[config.mk]
export PLATFORM = sky130hd
export DESIGN_NAME = host_prog_sequencer_flat
export DESIGN_NICKNAME = d
export VERILOG_FILES = /design/src/rtl/host_prog_sequencer_if.sv /design/src/rtl/host_prog_sequencer.sv /design/src/flat_wrapper.sv
export SDC_FILE = /design/constraint.sdc
export NUM_CORES = 1
export LEC_CHECK = 0
export ABC_AREA = 1
export BUFFER_PORTS_ARGS = -buffer_cell sky130_fd_sc_hd__clkbuf_2
export CAP_MARGIN = 5
export CELL_PAD_IN_SITES_DETAIL_PLACEMENT = 1
export CELL_PAD_IN_SITES_GLOBAL_PLACEMENT = 1
export CORE_UTILIZATION = 33
export CTS_BUF_LIST = sky130_fd_sc_hd__clkbuf_8 sky130_fd_sc_hd__clkbuf_16
export CTS_CLUSTER_SIZE = 40
export DETAILED_ROUTE_END_ITERATION = 8
export GPL_ROUTABILITY_DRIVEN = 0
export HOLD_SLACK_MARGIN = 0.02
export PLACE_DENSITY_LB_ADDON = 0.25
export RECOVER_POWER = 25
export SYNTH_ARGS = -nofsm -noshare
export SYNTH_HDL_FRONTEND = slang
export SYNTH_SLANG_ARGS = --single-unit
[constraint.sdc]
create_clock -name sysclk -period 2.2 [get_ports sysclk]
set_input_delay 0.22 -clock sysclk [delete_from_list [all_inputs] [get_ports sysclk]]
set_output_delay 0.22 -clock sysclk [all_outputs]
set_load 0.01 [all_outputs]
[src/rtl/host_prog_sequencer_if.sv]
// Slave-register bus between the host program sequencer and the DUT wrapper.
// The sequencer drives reg0/reg2/reg3 and reads back PC (reg5) and ROM data (reg6).
interface host_prog_sequencer_if #(
  parameter int unsigned DATA_W = 32
);
  logic [DATA_W-1:0] to_slv_reg0;
  logic [DATA_W-1:0] to_slv_reg2;
  logic [DATA_W-1:0] to_slv_reg3;
  logic [DATA_W-1:0] from_slv_reg5;
  logic [DATA_W-1:0] from_slv_reg6;

  modport master (
    output to_slv_reg0, to_slv_reg2, to_slv_reg3,
    input  from_slv_reg5, from_slv_reg6
  );

  modport slave (
    input  to_slv_reg0, to_slv_reg2, to_slv_reg3,
    output from_slv_reg5, from_slv_reg6
  );
endinterface

[src/rtl/host_prog_sequencer.sv]
// Host-side sequencer: loads a program image into pmem with ROM readback verify,
// then releases MIPS reset and single-steps the host clock, capturing the PC.
module host_prog_sequencer #(
  parameter int unsigned ADDR_W      = 6,
  parameter int unsigned DATA_W      = 32,
  parameter int unsigned RD_LAT      = 2,
  parameter int unsigned HALF_PERIOD = 4,
  parameter int unsigned STEP_W      = 16
) (
  input  logic                 sysclk,
  input  logic                 rst,
  input  logic                 start,
  input  logic [ADDR_W:0]      num_words,
  input  logic [STEP_W-1:0]    step_count,
  input  logic                 wr_valid,
  input  logic [DATA_W-1:0]    wr_data,
  output logic                 wr_ready,
  output logic                 busy,
  output logic                 done,
  output logic                 error,
  output logic [ADDR_W-1:0]    err_addr,
  output logic [DATA_W-1:0]    last_pc,
  output logic [STEP_W-1:0]    steps_done,
  host_prog_sequencer_if.master slv
);

  localparam int unsigned LAT_W = (RD_LAT > 1) ? $clog2(RD_LAT) : 1;
  localparam int unsigned PH_W  = (HALF_PERIOD > 1) ? $clog2(HALF_PERIOD) : 1;
  localparam logic [LAT_W-1:0]  LAT_LAST  = LAT_W'(RD_LAT - 1);
  localparam logic [PH_W-1:0]   PH_LAST   = PH_W'(HALF_PERIOD - 1);
  localparam logic [ADDR_W:0]   MAX_WORDS = {1'b1, {ADDR_W{1'b0}}};

  typedef enum logic [3:0] {
    S_IDLE,
    S_LOAD,
    S_WRITE,
    S_VERIFY,
    S_RELEASE,
    S_STEP_HI,
    S_STEP_LO,
    S_DONE,
    S_ERROR
  } state_t;

  state_t state, state_nx;

  logic [ADDR_W:0]   nwords;
  logic [ADDR_W:0]   nwords_in;
  logic [STEP_W-1:0] step_tgt;
  logic [ADDR_W-1:0] addr;
  logic [LAT_W-1:0]  lat;
  logic [PH_W-1:0]   phase;
  logic              rst_host;
  logic              rom_we;
  logic [ADDR_W-1:0] rom_addr;
  logic [DATA_W-1:0] rom_wdata;

  logic lat_last;
  logic phase_last;
  logic rd_match;
  logic last_word;
  logic last_step;

  assign nwords_in  = (num_words > MAX_WORDS) ? MAX_WORDS : num_words;
  assign lat_last   = (lat == LAT_LAST);
  assign phase_last = (phase == PH_LAST);
  assign rd_match   = (slv.from_slv_reg6 == rom_wdata);
  assign last_word  = (({1'b0, addr} + (ADDR_W+1)'(1)) == nwords);
  assign last_step  = ((steps_done + STEP_W'(1)) == step_tgt);

  always_ff @(posedge sysclk) begin
    if (rst) begin
      state <= S_IDLE;
    end else begin
      state <= state_nx;
    end
  end

  always_comb begin
    state_nx = state;
    wr_ready = 1'b0;
    busy     = 1'b1;
    done     = 1'b0;
    error    = 1'b0;
    case (state)
      S_IDLE, S_DONE, S_ERROR: begin
        busy  = 1'b0;
        done  = (state == S_DONE);
        error = (state == S_ERROR);
        if (start) begin
          state_nx = (nwords_in == '0) ? S_RELEASE : S_LOAD;
        end
      end
      S_LOAD: begin
        wr_ready = 1'b1;
        if (wr_valid) begin
          state_nx = S_WRITE;
        end
      end
      S_WRITE: state_nx = S_VERIFY;
      S_VERIFY: begin
        if (lat_last) begin
          if (!rd_match) begin
            state_nx = S_ERROR;
          end else if (last_word) begin
            state_nx = S_RELEASE;
          end else begin
            state_nx = S_LOAD;
          end
        end
      end
      S_RELEASE: state_nx = (step_tgt == '0) ? S_DONE : S_STEP_HI;
      S_STEP_HI: begin
        if (phase_last) begin
          state_nx = S_STEP_LO;
        end
      end
      S_STEP_LO: begin
        if (phase_last) begin
          state_nx = last_step ? S_DONE : S_STEP_HI;
        end
      end
      default: state_nx = S_IDLE;
    endcase
  end

  // Counters restart on every state entry; rst_host is re-asserted on each new run.
  always_ff @(posedge sysclk) begin
    if (rst) begin
      nwords     <= '0;
      step_tgt   <= '0;
      addr       <= '0;
      lat        <= '0;
      phase      <= '0;
      rst_host   <= 1'b1;
      rom_we     <= 1'b0;
      rom_addr   <= '0;
      rom_wdata  <= '0;
      err_addr   <= '0;
      last_pc    <= '0;
      steps_done <= '0;
    end else begin
      lat   <= (state == S_VERIFY && !lat_last) ? lat + LAT_W'(1) : '0;
      phase <= ((state == S_STEP_HI || state == S_STEP_LO) && !phase_last)
               ? phase + PH_W'(1) : '0;
      case (state)
        S_IDLE, S_DONE, S_ERROR: begin
          if (start) begin
            nwords     <= nwords_in;
            step_tgt   <= step_count;
            steps_done <= '0;
            addr       <= '0;
            rst_host   <= 1'b1;
          end
        end
        S_LOAD: begin
          if (wr_valid) begin
            rom_wdata <= wr_data;
            rom_addr  <= addr;
            rom_we    <= 1'b1;
          end
        end
        S_WRITE: rom_we <= 1'b0;
        S_VERIFY: begin
          if (lat_last) begin
            if (!rd_match) begin
              err_addr <= addr;
            end else if (!last_word) begin
              addr <= addr + ADDR_W'(1);
            end
          end
        end
        S_RELEASE: rst_host <= 1'b0;
        S_STEP_LO: begin
          if (phase_last) begin
            last_pc    <= slv.from_slv_reg5;
            steps_done <= steps_done + STEP_W'(1);
          end
        end
        default: ;
      endcase
    end
  end

  // clk_host is high exactly while in STEP_HI; clk_select is tied to the host clock.
  assign slv.to_slv_reg0 = {{(DATA_W-3){1'b0}}, 1'b1, (state == S_STEP_HI), rst_host};
  assign slv.to_slv_reg2 = {{(DATA_W-ADDR_W-1){1'b0}}, rom_addr, rom_we};
  assign slv.to_slv_reg3 = rom_wdata;

endmodule

[src/flat_wrapper.sv]
// flat-port wrapper written by rule: the top's interface ports become plain ports
module host_prog_sequencer_flat 
#(
  parameter int unsigned ADDR_W      = 6,
  parameter int unsigned DATA_W      = 32,
  parameter int unsigned RD_LAT      = 2,
  parameter int unsigned HALF_PERIOD = 4,
  parameter int unsigned STEP_W      = 16
)
  (sysclk, rst, start, num_words, step_count, wr_valid, wr_data, wr_ready, busy, done, error, err_addr, last_pc, steps_done, slv_to_slv_reg0, slv_to_slv_reg2, slv_to_slv_reg3, slv_from_slv_reg5, slv_from_slv_reg6);
  host_prog_sequencer_if #(.DATA_W(DATA_W)) slv_i ();
  input  logic sysclk;
  input  logic rst;
  input  logic start;
  input  logic [ADDR_W:0] num_words;
  input  logic [STEP_W-1:0] step_count;
  input  logic wr_valid;
  input  logic [DATA_W-1:0] wr_data;
  output logic wr_ready;
  output logic busy;
  output logic done;
  output logic error;
  output logic [ADDR_W-1:0] err_addr;
  output logic [DATA_W-1:0] last_pc;
  output logic [STEP_W-1:0] steps_done;
  output wire logic [$bits(slv_i.to_slv_reg0)-1:0] slv_to_slv_reg0;
  output wire logic [$bits(slv_i.to_slv_reg2)-1:0] slv_to_slv_reg2;
  output wire logic [$bits(slv_i.to_slv_reg3)-1:0] slv_to_slv_reg3;
  input wire logic [$bits(slv_i.from_slv_reg5)-1:0] slv_from_slv_reg5;
  input wire logic [$bits(slv_i.from_slv_reg6)-1:0] slv_from_slv_reg6;
  assign slv_to_slv_reg0 = slv_i.to_slv_reg0;
  assign slv_to_slv_reg2 = slv_i.to_slv_reg2;
  assign slv_to_slv_reg3 = slv_i.to_slv_reg3;
  assign slv_i.from_slv_reg5 = slv_from_slv_reg5;
  assign slv_i.from_slv_reg6 = slv_from_slv_reg6;
  host_prog_sequencer #(.ADDR_W(ADDR_W), .DATA_W(DATA_W), .RD_LAT(RD_LAT), .HALF_PERIOD(HALF_PERIOD), .STEP_W(STEP_W)) u_core (.sysclk(sysclk), .rst(rst), .start(start), .num_words(num_words), .step_count(step_count), .wr_valid(wr_valid), .wr_data(wr_data), .wr_ready(wr_ready), .busy(busy), .done(done), .error(error), .err_addr(err_addr), .last_pc(last_pc), .steps_done(steps_done), .slv(slv_i));
endmodule
==> results.rst <==
.. list-table::
   :header-rows: 1

   * - Metric
     - Value
   * - Run status
     - complete, no violations
   * - Detailed-routing iteration count for the pre-antenna-repair pass
     - 4
   * - Die Outline Area
     - between 20000 and 25000 um^2
   * - Fmax
     - 505.3 MHz
   * - Routed via count divided by cell count
     - 4.698
   * - Worst reg2reg path endpoint
     - u_core.state[0]$_SDFFE_PP0P_
   * - Cell count after synthesis
     - ~950
   * - Worst vdd ir
     - about 0.00048 V
   * - CP endpoint kind
     - register
   * - Most instantiated flip-flop cell in the synthesis netlist
     - sky130_fd_sc_hd__dfxtp_1
   * - Final net count
     - between 1000 and 1500
   * - CP arrival
     - 2.27 ns
   * - Sequential-to-total area share from yosys stat
     - between 30% and 40%
   * - Sw frac
     - 32.45%
   * - Area growth, synth to finish
     - 29.65%
   * - Number of buffers on the longest clock path
     - 2
   * - Sequential share of power
     - 35.8%
   * - Kind of start point of the critical path
     - register
   * - Number of global-route vias before repair
     - between 6000 and 7000
   * - Synthesized area per cell
     - around 7 um^2
   * - Net switching power
     - 2.503 mW
   * - Internal portion of total power
     - approximately 5.2 mW
   * - Root Driver
     - sky130_fd_sc_hd__clkbuf_16
   * - Final setup viols
     - 0
   * - HPWL after detailed placement
     - 16.23 mm
   * - Hold Startpoint
     - slv_from_slv_reg5[15]
   * - Std-Cell Core Area
     - 19650 um^2
   * - H-tree Lvls
     - 4
   * - Flops & latches, synth
     - 130
   * - Antenna-violating nets left
     - 0
   * - Netlist Area Pre-Place
     - 6666 um^2
   * - Most crowded layer after global routing
     - met2
   * - Ys Warns
     - 0
   * - Number of DRC markers after the initial detailed-route iteration
     - roughly 170
   * - Average wire length per cell after detail routing
     - around 15 um
   * - Number of max-capacitance violations reported
     - 0
   * - Crit path kind
     - register to register
   * - Effective utilization at floorplan
     - 33.92%
   * - Number of failing hold endpoints at the final stage
     - 0
   * - Synth unique cells
     - around 40
   * - Post-placement worst setup slack
     - ~0.15 ns
   * - Hold WC Path Type
     - primary input to register
   * - Die outline height
     - ~140 um
   * - Setup ws final
     - ~0.22 ns
   * - CTS clk-pin slew, worst paths
     - about 0.06 ns
   * - Final worst path period share
     - 89.96%
   * - Synth async-reset ratio
     - 0%
   * - Remaining global-route overflow
     - 0
   * - Grt met1 use
     - about a quarter
   * - Worst Hold Endpoint
     - u_core.last_pc[15]$_SDFFE_PP0P_
   * - Diode count
     - 0
   * - Vias after detailed routing
     - 6868
   * - Share of post-route cells with drive strength above 1
     - 21.14%
   * - Max Slew Vio Count
     - 0
   * - Detailed Route WL
     - 22.04 mm
   * - Met2 track demand over resource
     - a little over a third
   * - Number of buffers created by CTS
     - 17
   * - # rows
     - 51
   * - Register-to-Register Path Depth
     - 12
   * - Overall track demand over capacity in global routing
     - a little over a fifth
   * - Clock tree from TritonCTS
     - done
   * - Setup repair after global routing missed its margin
     - false
   * - Global-route wire length before repair
     - roughly 35 mm
   * - Number of synthesized flops with an enable pin
     - 0
   * - Fin Setup TNS
     - 0 ns
   * - Power density over cell area
     - 892.4 nW/um^2
   * - Endpoint required time on the critical path
     - around 2.5 ns
   * - Routing usage on met3
     - between 7 and 8%
   * - Pin count of the biggest net entering global routing
     - between 90 and 100
   * - Worst reg2reg path startpoint
     - u_core.addr[0]$_SDFFE_PP0P_
   * - Tmin final
     - 1.979 ns
   * - Worst setup slack for register-to-register paths
     - about 0.22 ns
   * - Number of antenna violations at the first check in global routing
     - 0
   * - Normalized max-slew margin
     - between 60% and 70%
   * - # clock sinks
     - 130
   * - Count of buffers inserted at the top-level ports
     - around 220
   * - Setup Skew
     - about 0.0096 ns
   * - Worst-Margin Slew
     - around 0.5 ns
   * - Number of placed I/O pins
     - between 200 and 300
   * - Highest net fanout along the worst path
     - 8
   * - DRC violation count after routing
     - 0
   * - Chip Width
     - 144.1 um
   * - Part of the power in combinational logic
     - approximately 24%
   * - Clk_lat worst skew
     - approximately 0.42 ns
   * - Worst Hold Depth
     - 3
   * - Static leakage
     - around 3.7 nW
   * - Clock power share
     - 40.1%
[sequential cells by signal, summed over array words and instances, names as in the netlist]
signal and count:
u_core.last_pc 32, u_core.nwords 7, u_core.phase 2, u_core.steps_done 16, u_core.rom_we 1, u_core.slv.to_slv_reg3 32
u_core.lat 1, u_core.err_addr 6, u_core.state 4, u_core.addr 6, u_core.rom_addr 6, u_core.step_tgt 16
u_core.rst_host 1
[how the worst max path moves through the flow]
stage / from / to / cells after the start
after CTS: u_core.steps_done[0]$_SDFFE_PP0P_ / u_core.state[1]$_SDFFE_PP0P_ / 13
after global placement: u_core.steps_done[1]$_SDFFE_PP0P_ / u_core.state[1]$_SDFFE_PP0P_ / 13
after detailed placement: u_core.steps_done[0]$_SDFFE_PP0P_ / u_core.state[1]$_SDFFE_PP0P_ / 13
after global routing: u_core.steps_done[1]$_SDFFE_PP0P_ / u_core.state[1]$_SDFFE_PP0P_ / 13
after floorplan: u_core.steps_done[0]$_SDFFE_PP0P_ / u_core.state[1]$_SDFFE_PP0P_ / 15
final: u_core.addr[0]$_SDFFE_PP0P_ / u_core.state[0]$_SDFFE_PP0P_ / 12
[final cells by class]
class / count / area, um^2
timing repair buffer: 257 / 1391
fill: 2623 / 11010
sequential: 130 / 2605
multi-input combinational: 692 / 3352
clock inverter: 13 / 183.9
clock buffer: 19 / 452.9
tap: 265 / 331.6
inverter: 86 / 326.6
[synthesized netlist by cell type, types with 2 or more instances]
library cell               instances  share of area, %
sky130_fd_sc_hd__o21ai_0          38               2.9
sky130_fd_sc_hd__xor2_1           23               3.0
sky130_fd_sc_hd__inv_1            81               4.6
sky130_fd_sc_hd__nand4_1          27               2.5
sky130_fd_sc_hd__dfxtp_1         130                39
sky130_fd_sc_hd__nand2_2           4              0.38
sky130_fd_sc_hd__nand3_2           2              0.30
sky130_fd_sc_hd__xnor2_1           4              0.53
sky130_fd_sc_hd__o21ai_2           2              0.26
sky130_fd_sc_hd__nor2_2            5              0.47
sky130_fd_sc_hd__o21ai_1           2              0.15
sky130_fd_sc_hd__inv_2             3              0.17
sky130_fd_sc_hd__clkbuf_1         24               1.4
sky130_fd_sc_hd__nor2_1           62               3.5
sky130_fd_sc_hd__a21oi_1         118               8.9
sky130_fd_sc_hd__nor3_1            5              0.38
sky130_fd_sc_hd__nor2_4            4              0.68
sky130_fd_sc_hd__o22ai_1           2              0.19
sky130_fd_sc_hd__nand2_1         241                14
sky130_fd_sc_hd__or2_2             4              0.38
sky130_fd_sc_hd__a21oi_2           3              0.39
sky130_fd_sc_hd__buf_4            58               6.5
sky130_fd_sc_hd__buf_2            13              0.98
sky130_fd_sc_hd__nand3_1          73               5.5
sky130_fd_sc_hd__ha_1              3              0.56
sky130_fd_sc_hd__conb_1            2              0.11
sky130_fd_sc_hd__a21oi_4           2              0.49
sky130_fd_sc_hd__nor4_1            3              0.28
[placed cells by master (no fill, tap or decap), types with 3 or more instances in the layout]
master                          count
sky130_fd_sc_hd__xnor2_1            4
sky130_fd_sc_hd__nand4_1           27
sky130_fd_sc_hd__clkinv_4           3
sky130_fd_sc_hd__nand2_1          241
sky130_fd_sc_hd__nand3_1           73
sky130_fd_sc_hd__bufinv_16          4
sky130_fd_sc_hd__clkbuf_16         17
sky130_fd_sc_hd__clkbuf_2         164
sky130_fd_sc_hd__nor2_4             5
sky130_fd_sc_hd__inv_1             82
sky130_fd_sc_hd__o21ai_0           38
sky130_fd_sc_hd__buf_12             3
sky130_fd_sc_hd__nor4_1             3
sky130_fd_sc_hd__nor2_2             5
sky130_fd_sc_hd__xor2_1            23
sky130_fd_sc_hd__conb_1            55
sky130_fd_sc_hd__nand2_2            4
sky130_fd_sc_hd__a21oi_1          118
sky130_fd_sc_hd__nor3_1             5
sky130_fd_sc_hd__buf_4             16
sky130_fd_sc_hd__clkinv_2           3
sky130_fd_sc_hd__or2_2              4
sky130_fd_sc_hd__a21oi_2            3
sky130_fd_sc_hd__dlygate4sd3_1     18
sky130_fd_sc_hd__dfxtp_1          128
sky130_fd_sc_hd__clkbuf_1          56
sky130_fd_sc_hd__nor2_1            61
sky130_fd_sc_hd__inv_2              3
[critical path, stage by stage (launching register included)]
cell and delay (ns):
sky130_fd_sc_hd__dfxtp_1 0.46, sky130_fd_sc_hd__ha_1 0.25, sky130_fd_sc_hd__inv_1 0.05, sky130_fd_sc_hd__nand2_1 0.06, sky130_fd_sc_hd__nand2_1 0.07, sky130_fd_sc_hd__xor2_1 0.13, sky130_fd_sc_hd__nand3_1 0.08, sky130_fd_sc_hd__nor2_1 0.12
sky130_fd_sc_hd__nand3_1 0.27, sky130_fd_sc_hd__nand2_1 0.16, sky130_fd_sc_hd__nand2_1 0.06, sky130_fd_sc_hd__nand2_1 0.08, sky130_fd_sc_hd__a21oi_2 0.05
[logic make-up (layout without fill, tap and decap cells)]
group                      after synthesis  count (layout)  synth area share (%)
and+or+nand+nor                        434             434                 28.73
buffers and inverters                  182             375                 13.81
AOI/OAI and AO/OA                      172             172                 13.85
DFF                                    130             130                 39.04
xor gates and xnor gates                28              28                 3.885
adders and majority gates                3               3                0.5631
other                                    2              55                0.1127
[power by group through the flow]
| stage | sequential (mW) | combinational, mW | clock [mW] |
|---|---|---|---|
| floorplan | 2.81 | 1.28 | 0 |
| global placement | 2.81 | 1.85 | 0 |
| detailed placement | 2.81 | 1.88 | 0 |
| CTS | 2.76 | 1.91 | 3.16 |
| global route | 2.79 | 2.09 | 3.27 |
| finish | 2.76 | 1.86 | 3.09 |
[per-layer routing]
layer | part of all wire, % | vias to the layer above
met3 | 6.9 | 30
met1 | 43 | 3201
met4 | 2.0 | 0
li1 | - | 3444
met2 | 48 | 193
met5 | 0 | -
[repair_timing]
action	4_1_cts	5_1_grt
buffers inserted	0	1
hold buffers	18	0
setup endpoints to repair	0	1
resized for setup	0	4
endpoints found under the hold margin	18	0
[metrics by stage]
stage	area [um^2]	utilization (%)	total power [mW]	cells	hold slack [ns]
2_1_floorplan	6865	-	4.086	1004	0.3549
3_3_place_gp	7879	40.09	4.656	1411	0.4137
3_5_place_dp	7879	40.09	4.686	1411	0.4256
4_1_cts	8696	44.25	7.835	1461	0.02151
5_1_grt	8643	43.98	8.156	1462	0.03359
6_report	8643	43.98	7.714	1462	0.03843
Power figures use the tool's default switching activity.
